[config.mk]
export PLATFORM = sky130hd
export DESIGN_NAME = cache_line_xfer_flat
export DESIGN_NICKNAME = d
export VERILOG_FILES = /design/src/rtl/cache_pkg.sv /design/src/rtl/cache_line_xfer_if.sv /design/src/rtl/cache_line_xfer.sv /design/src/flat_wrapper.sv
export SDC_FILE = /design/constraint.sdc
export NUM_CORES = 1
export LEC_CHECK = 0
export ABC_AREA = 0
export ABC_CLOCK_PERIOD_IN_PS = 5950
export BUFFER_PORTS_ARGS = -buffer_cell sky130_fd_sc_hd__buf_2
export CORE_ASPECT_RATIO = 1.5
export CORE_MARGIN = 2
export CORE_UTILIZATION = 46
export CTS_CLUSTER_DIAMETER = 100
export DETAILED_ROUTE_END_ITERATION = 8
export PLACE_DENSITY = 0.86
export REMOVE_ABC_BUFFERS = 1
export SLEW_MARGIN = 20
export SYNTH_ARGS = -nofsm -noshare
export SYNTH_HDL_FRONTEND = slang
export SYNTH_SLANG_ARGS = --single-unit
[constraint.sdc]
create_clock -name clk -period 5.95 [get_ports clk]
set_clock_uncertainty 0.1 [all_clocks]
set_input_delay 0.8925 -clock clk [delete_from_list [all_inputs] [get_ports clk]]
set_output_delay 0.8925 -clock clk [all_outputs]
set_load 0.01 [all_outputs]
[src/rtl/cache_pkg.sv]
// Shared types and defaults for the cache line transfer engine.
// Contents:
//   AddrWDef/DataWDef/WordsDef - default bus and line geometry
//   xfer_st_t                  - transfer engine state encoding
//   line_base()                - clears the in-line offset bits of an address
package cache_pkg;

  localparam int unsigned AddrWDef = 32;
  localparam int unsigned DataWDef = 32;
  localparam int unsigned WordsDef = 4;

  typedef enum logic [1:0] {
    StIdle,
    StWb,
    StFill,
    StDone
  } xfer_st_t;

  // Zero the low `lsb` bits so the result points at the first byte of the line.
  // Works on a 64-bit container so callers of any address width can use it.
  function automatic logic [63:0] line_base(input logic [63:0] addr, input int unsigned lsb);
    logic [63:0] mask;
    mask = ~64'd0 << lsb;
    return addr & mask;
  endfunction

endpackage

[src/rtl/cache_line_xfer_if.sv]
// Word-wide memory bus between the line transfer engine and the memory side.
// Signals:
//   mem_req   - beat request, held until mem_ack
//   mem_we    - 1 = write beat, 0 = read beat
//   mem_addr  - word-aligned byte address of the current beat
//   mem_wdata - write beat data
//   mem_rdata - read beat data, valid with mem_ack
//   mem_ack   - beat accepted/completed this cycle
// Modports: master (transfer engine), slave (memory).
interface cache_line_xfer_if #(
  parameter int unsigned ADDR_W = 32,
  parameter int unsigned DATA_W = 32
);

  logic              mem_req;
  logic              mem_we;
  logic [ADDR_W-1:0] mem_addr;
  logic [DATA_W-1:0] mem_wdata;
  logic [DATA_W-1:0] mem_rdata;
  logic              mem_ack;

  modport master (
    output mem_req,
    output mem_we,
    output mem_addr,
    output mem_wdata,
    input  mem_rdata,
    input  mem_ack
  );

  modport slave (
    input  mem_req,
    input  mem_we,
    input  mem_addr,
    input  mem_wdata,
    output mem_rdata,
    output mem_ack
  );

endinterface

[src/rtl/cache_line_xfer.sv]
// Memory-side line transfer engine for the cache controller.
// On a request sampled in idle it writes back the victim line (evict_req),
// refills a new line (alloc_req), or does both in that order, one word per
// acknowledged beat, then pulses done for one cycle.
// Ports:
//   clk, rst                - clock, asynchronous active-high reset
//   evict_req, alloc_req    - start writeback / refill (levels, sampled in idle)
//   victim_addr, line_addr  - any byte address inside the victim / new line
//   rd_idx, rd_data         - writeback read port of the cache data array
//   fill_we/idx/data        - refill write port of the cache data array
//   mem                     - memory bus (master side)
//   busy, done              - transfer in progress / one-cycle completion pulse
module cache_line_xfer
  import cache_pkg::*;
#(
  parameter int unsigned ADDR_W = AddrWDef,
  parameter int unsigned DATA_W = DataWDef,
  parameter int unsigned WORDS  = WordsDef,
  localparam int unsigned BW    = $clog2(WORDS)
) (
  input  logic              clk,
  input  logic              rst,
  input  logic              evict_req,
  input  logic              alloc_req,
  input  logic [ADDR_W-1:0] victim_addr,
  input  logic [ADDR_W-1:0] line_addr,
  output logic [BW-1:0]     rd_idx,
  input  logic [DATA_W-1:0] rd_data,
  output logic              fill_we,
  output logic [BW-1:0]     fill_idx,
  output logic [DATA_W-1:0] fill_data,
  cache_line_xfer_if.master mem,
  output logic              busy,
  output logic              done
);

  localparam int unsigned ByteOff = $clog2(DATA_W / 8);
  localparam int unsigned LineLsb = BW + ByteOff;
  localparam logic [BW-1:0] LastBeat = BW'(WORDS - 1);
  // Line-base mask derived once at elaboration; applied to every accepted address.
  localparam logic [ADDR_W-1:0] LineMask = ADDR_W'(line_base(~64'd0, LineLsb));

  xfer_st_t          state_q, state_d;
  logic [BW-1:0]     beat_q, beat_d;
  logic [ADDR_W-1:0] vbase_q, vbase_d;
  logic [ADDR_W-1:0] lbase_q, lbase_d;
  logic              pend_fill_q, pend_fill_d;

  // Registered control outputs, decoded from the next state.
  logic busy_q, busy_d;
  logic done_q, done_d;
  logic mem_req_q, mem_req_d;
  logic mem_we_q, mem_we_d;

  always_comb begin
    state_d     = state_q;
    beat_d      = beat_q;
    vbase_d     = vbase_q;
    lbase_d     = lbase_q;
    pend_fill_d = pend_fill_q;

    case (state_q)
      StIdle: begin
        if (evict_req || alloc_req) begin
          vbase_d     = victim_addr & LineMask;
          lbase_d     = line_addr & LineMask;
          beat_d      = '0;
          // Both requests at once: write back first, refill chained afterwards.
          pend_fill_d = evict_req && alloc_req;
          state_d     = evict_req ? StWb : StFill;
        end
      end
      StWb: begin
        if (mem.mem_ack) begin
          beat_d = beat_q + BW'(1);
          if (beat_q == LastBeat) begin
            beat_d      = '0;
            pend_fill_d = 1'b0;
            state_d     = pend_fill_q ? StFill : StDone;
          end
        end
      end
      StFill: begin
        if (mem.mem_ack) begin
          beat_d = beat_q + BW'(1);
          if (beat_q == LastBeat) begin
            beat_d  = '0;
            state_d = StDone;
          end
        end
      end
      StDone: begin
        state_d = StIdle;
      end
      default: begin
        state_d = StIdle;
      end
    endcase

    busy_d    = (state_d != StIdle);
    done_d    = (state_d == StDone);
    mem_req_d = (state_d == StWb) || (state_d == StFill);
    mem_we_d  = (state_d == StWb);
  end

  always_ff @(posedge clk or posedge rst) begin
    if (rst) begin
      state_q     <= StIdle;
      beat_q      <= '0;
      vbase_q     <= '0;
      lbase_q     <= '0;
      pend_fill_q <= 1'b0;
      busy_q      <= 1'b0;
      done_q      <= 1'b0;
      mem_req_q   <= 1'b0;
      mem_we_q    <= 1'b0;
    end else begin
      state_q     <= state_d;
      beat_q      <= beat_d;
      vbase_q     <= vbase_d;
      lbase_q     <= lbase_d;
      pend_fill_q <= pend_fill_d;
      busy_q      <= busy_d;
      done_q      <= done_d;
      mem_req_q   <= mem_req_d;
      mem_we_q    <= mem_we_d;
    end
  end

  logic [ADDR_W-1:0] beat_off;
  logic              fill_beat;

  always_comb begin
    // Bases are line-aligned, so the word offset never carries into the tag.
    beat_off  = ADDR_W'(beat_q) << ByteOff;
    fill_beat = mem_req_q && !mem_we_q;

    mem.mem_req   = mem_req_q;
    mem.mem_we    = mem_we_q;
    mem.mem_addr  = '0;
    if (mem_req_q) begin
      mem.mem_addr = (mem_we_q ? vbase_q : lbase_q) | beat_off;
    end
    mem.mem_wdata = mem_we_q ? rd_data : '0;

    rd_idx    = beat_q;
    fill_we   = fill_beat && mem.mem_ack;
    fill_idx  = beat_q;
    fill_data = fill_we ? mem.mem_rdata : '0;

    busy = busy_q;
    done = done_q;
  end

endmodule

[src/flat_wrapper.sv]
// flat-port wrapper written by rule: the top's interface ports become plain ports
module cache_line_xfer_flat import cache_pkg::*;
#(
  parameter int unsigned ADDR_W = AddrWDef,
  parameter int unsigned DATA_W = DataWDef,
  parameter int unsigned WORDS  = WordsDef,
  localparam int unsigned BW    = $clog2(WORDS)
)
  (clk, rst, evict_req, alloc_req, victim_addr, line_addr, rd_idx, rd_data, fill_we, fill_idx, fill_data, busy, done, mem_mem_req, mem_mem_we, mem_mem_addr, mem_mem_wdata, mem_mem_rdata, mem_mem_ack);
  cache_line_xfer_if #(.ADDR_W(ADDR_W), .DATA_W(DATA_W)) mem_i ();
  input  logic clk;
  input  logic rst;
  input  logic evict_req;
  input  logic alloc_req;
  input  logic [ADDR_W-1:0] victim_addr;
  input  logic [ADDR_W-1:0] line_addr;
  output logic [BW-1:0] rd_idx;
  input  logic [DATA_W-1:0] rd_data;
  output logic fill_we;
  output logic [BW-1:0] fill_idx;
  output logic [DATA_W-1:0] fill_data;
  output logic busy;
  output logic done;
  output wire logic [$bits(mem_i.mem_req)-1:0] mem_mem_req;
  output wire logic [$bits(mem_i.mem_we)-1:0] mem_mem_we;
  output wire logic [$bits(mem_i.mem_addr)-1:0] mem_mem_addr;
  output wire logic [$bits(mem_i.mem_wdata)-1:0] mem_mem_wdata;
  input wire logic [$bits(mem_i.mem_rdata)-1:0] mem_mem_rdata;
  input wire logic [$bits(mem_i.mem_ack)-1:0] mem_mem_ack;
  assign mem_mem_req = mem_i.mem_req;
  assign mem_mem_we = mem_i.mem_we;
  assign mem_mem_addr = mem_i.mem_addr;
  assign mem_mem_wdata = mem_i.mem_wdata;
  assign mem_i.mem_rdata = mem_mem_rdata;
  assign mem_i.mem_ack = mem_mem_ack;
  cache_line_xfer #(.ADDR_W(ADDR_W), .DATA_W(DATA_W), .WORDS(WORDS)) u_core (.clk(clk), .rst(rst), .evict_req(evict_req), .alloc_req(alloc_req), .victim_addr(victim_addr), .line_addr(line_addr), .rd_idx(rd_idx), .rd_data(rd_data), .fill_we(fill_we), .fill_idx(fill_idx), .fill_data(fill_data), .mem(mem_i), .busy(busy), .done(done));
endmodule
After elaboration in Yosys (flattened, before gate mapping)
Cells that the tools add are included.

Output and inout bits: 105. Word-level logic and storage cells: 56. Register bits: 65.

Muxes and demuxes: 20. Equality and inequality tests: 11. Add/subtract/negate cells: 1. Bitwise logic cells: 1. Reductions and logical operators: 14.

Operators with widths (number): $mux 32 (4); $or 32x4->32 (1); $mux 2 (9); $eq 2x2->1 const B (5); $pmux 2 s4 (1); $ne 2x1->1 const B (3); $reduce_bool 2->1 (3); $eq 2x1->1 const B (2); $mux 1 (4); $pmux 2 s2 (1); $reduce_and 4->1 (1); $logic_and 1x1->1 (3); $reduce_and 3->1 (1); $add 2x1->2 const B (1); $logic_not 2->1 (1); $logic_or 1x1->1 (2); $ne 2x2->1 const B (1); $pmux 1 s2 (1); $reduce_and 2->1 (1); $reduce_or 2->1 (1); $logic_not 1->1 (1).

Logic depth before layout (Yosys ltp)
Word-level depth: 6. Gate-level depth with buffers: 6.

Worst setup path before layout
Ideal clock, no wire load.

Path kind: input -> output. From: in mem_mem_ack. To: out fill_data[10]. Arrival: 1.518 ns. Required time: 4.958 ns. Slack: 3.439 ns. Cell stages on the path: 4. Path through: nand2_1 nor2_1 clkbuf_1 and2_1.

Cells in the longest elaborated chain, start to end: 2.

RTL lines: from (decl) (line flat_wrapper.sv:29) `input wire logic [$bits(mem_i.mem_ack)-1:0] mem_mem_ack;`; $logic_and 1x1->1 (line cache_line_xfer.sv:147) `fill_we = fill_beat && mem.mem_ack;`; $mux 32 (line cache_line_xfer.sv:149) `fill_data = fill_we ? mem.mem_rdata : '0;`; to (decl) (line flat_wrapper.sv:21) `output logic [DATA_W-1:0] fill_data;`.

No other way between the ends.

Final worst setup path
From: reg u_core.mem_req_q (netlist: u_core.mem.mem_req). To: out fill_data[18].

Cells in the longest elaborated chain, start to end: 3.

RTL lines: from (decl) (line cache_line_xfer.sv:52) `logic mem_req_q, mem_req_d;`; from (signal assigned) (line cache_line_xfer.sv:125) `mem_req_q <= mem_req_d;`; $logic_and 1x1->1 (line cache_line_xfer.sv:136) `fill_beat = mem_req_q && !mem_we_q;`; $logic_and 1x1->1 (line cache_line_xfer.sv:147); $mux 32 (line cache_line_xfer.sv:149).

No other way between the ends.

==> results.ini <==
[synthesis]
syn_inst=310
netlist_area_um2=3740
ys_seq_area_share_pct=43.5
ys_warn_count=0
synth_area_per_cell_um2=12.1
synth_seq_cells=65
yosysUniqueCellTypes=27

[hold_path]
worstHoldStart=u_core.lbase_q[23]
holdPathStages=1
hp-class=reg2reg
holdPathEnd=u_core.lbase_q[23]

[setup_path]
reg2reg_depth=5
arrival_ps=2480
path_max_fanout=33
worstPathRequired_ps=4960
cp_num_buf_inv=1
crit_path_top_delay_cell=dfrtp_1
max_stage_delay_ps=970
reg2reg_to=u_core.vbase_q[7]
crit_family=simple AND/OR/NAND/NOR gates
endpoint_kind=primary output
setup.worst_path.start_class=register
crit_chain=nand2_1 -> nor2_2 -> and2_1 -> buf_2
critPathKind=reg2out
r2r_start=u_core.state_q[0]
reg2reg_setup_slack_ps=3610

[clock_tree]
cts_buffers=9
cts_hold_buf=0
cts.clk_slew.worst_paths_ps=50
cts_tree=done
clockRootBuffer=clkbuf_16
cts.sinks=65
cts_resized=0
cts_buffer_depth=2
cts_setup_buffers=0
clkLatencyLatePin_ps=330
htree_levels=3

[global_routing]
grt_max_degree=66
grt_use_total_pct=20.8
grt_pass1_wl_um=14200
grt_pass1_vias=2923
overflow=0
antenna_found_initial=1

[layout]
nets=670
antenna_cells=0
finish.utilization_pct=64.7
drive_above_1_share_pct=57.0
syn_to_final_growth_pct=37.9
nFillCells=635

[detailed_routing]
antenna_left=0
via_per_inst=4.73
dr.first_iter.drc_count=114
wirelength_um=9320
route.vias.total=3019
drc_errors=0
wl_per_cell_um=14.6
first_pass_iters=4

[floorplanning]
die_x_um=77.6
start_util_pct=47.0
die_height_um=114
core_area_um2=7960
die-area_um2=8880
io_pins=238
num_rows=40

[sta]
finalHoldViolCount=0
fmax_mhz=288
relSlewSlack_pct=35.6
fin_ws_ps=2480
setup_viol=0
min_period_ps=3470
maxSlewViolCount=0
tightest_slew_ps=966
finalCritPeriodShare_pct=58.3
tns_ps=0
rsz0062_at_grt=false

[place]
gp_congestion=0.809
dp_hpwl_um=6900
port_buffers=227
post-place-ws_ps=2470

[pwr]
pwr-share-comb_pct=50.8
internal_power_uw=1690
powerDensity_nw_per_um2=509
switchingPower_uw=930
p_clk_share_pct=17.7
switching_share_pct=35.5
power_frac_seq_pct=31.5
p_leak_uw=0.00286
ir_worst_vdd_mv=0.367

[run_status]
status=finished, final reports clean

[run]
max-cap-violations=0

[cell usage after synthesis, drive strengths merged]
cell type / instances / area, um^2
nor3b: 1 / 7.51
o22ai: 1 / 6.26
o31ai: 1 / 7.51
nand2: 3 / 11.3
conb: 1 / 3.75
o21ai: 5 / 28.8
clkbuf: 8 / 30.0
o211ai: 1 / 7.51
mux2i: 30 / 300
dfrtp: 65 / 1630
and2: 66 / 413
a22oi: 1 / 7.51
o21a: 3 / 22.5
inv: 8 / 30.0
nand3: 1 / 5.00
a21o: 1 / 7.51
a21oi: 2 / 10.0
mux2: 57 / 792
nor2: 2 / 7.51
ha: 8 / 100
buf: 15 / 124
nor2b: 29 / 181
o21bai: 1 / 7.51
[final cells by class]
class,count,area [um^2],area share (%)
Clock buffer,12,246,4.78
Clock inverter,3,17.5,0.340
Inverter,8,30.0,0.583
Multi-Input combinational cell,215,1940,37.7
Sequential cell,65,1630,31.6
Tap cell,105,131,2.55
Timing Repair Buffer,230,1160,22.5
[flip-flops by register name (all words and copies together) (netlist names)]
register,cells
u_core.lbase_q,28
u_core.vbase_q,28
u_core.fill_idx,2
u_core.state_q,2
u_core.busy,1
u_core.done,1
u_core.mem.mem_req,1
u_core.mem.mem_we,1
u_core.pend_fill_q,1
[through the flow]
step	instance area [um^2]	hold WS, ps	power (uW)	cells
2_1_floorplan	3590	379	1770	288
3_3_place_gp	4890	386	2110	623
3_5_place_dp	4890	392	2170	623
4_1_cts	5150	404	2650	638
5_1_grt	5150	422	2800	638
6_report	5150	402	2620	638
[logic make-up (layout without fill, tap and decap cells)]
kind of cell	after synthesis	after routing	share of synthesized area [%]
other	1	2	0.100
and+or+nand+nor	102	102	16.7
muxes	87	87	29.2
DFF	65	65	43.5
buffers and inverters	31	253	4.92
adders and majority gates	8	8	2.68
AOI/OAI and AO/OA	16	16	2.81
[layout by cell type (no fill, tap or decap)]
cell type and instances:
buf_2 227, and2_1 66, dfrtp_1 64, mux2_4 40, mux2i_1 30, nor2b_1 29, mux2_2 17, clkbuf_16 9
ha_1 8, inv_1 7, o21ai_0 4, nand2_1 3, o21a_1 3, buf_4 3, a21oi_1 2, conb_1 2
clkinv_2 2, clkbuf_1 2, o21ai_4 1, nor3b_1 1, nor2_1 1, o21bai_1 1, a21o_1 1, o31ai_1 1
o211ai_1 1, nor2_2 1, inv_2 1, nand3_1 1, a22oi_1 1, o22ai_1 1, clkinvlp_4 1, clkbuf_8 1
dfrtp_2 1
[metal layers]
metal  global-route usage, %  part of all wire (%)  wire length, um
met1                    23.6                    39             3650
met2                    33.8                    50             4660
met3                    6.70                   7.4              689
met4                    12.6                   3.4              314
met5                       0                 0.075                7
[worst max-delay path by stage]
stage / from / endpoint / slack [ps] / depth (start not counted)
2_1_floorplan: evict_req / u_core.lbase_q[23] / 2300 / 2
3_3_place_gp: u_core.mem.mem_req / fill_data[4] / 2640 / 4
3_5_place_dp: u_core.mem.mem_req / fill_data[28] / 2470 / 4
4_1_cts: u_core.mem.mem_req / fill_data[15] / 2090 / 4
5_1_grt: u_core.mem.mem_req / fill_data[15] / 2200 / 4
6_report: u_core.mem.mem_req / fill_data[18] / 2480 / 4
[worst register-to-register path: cells and delay by family (launching register included)]
| kind | cells | cell delay, ps |
|---|---|---|
| buffers and inverters | 2 | 820 |
| multiplexers | 1 | 440 |
| flip-flops | 1 | 390 |
| adder cells (fa/ha/maj) | 1 | 300 |
| AO/OA/AOI/OAI | 1 | 160 |
[power by group through the flow]
stage	Clock (uW)	Combinational [uW]	Sequential, uW
final	465	1330	826
after global routing	496	1450	856
after CTS	477	1350	826
after detailed placement	0	1340	831
after global placement	0	1300	808
after floorplan	0	952	821
(Power assumes the default switching activity.)
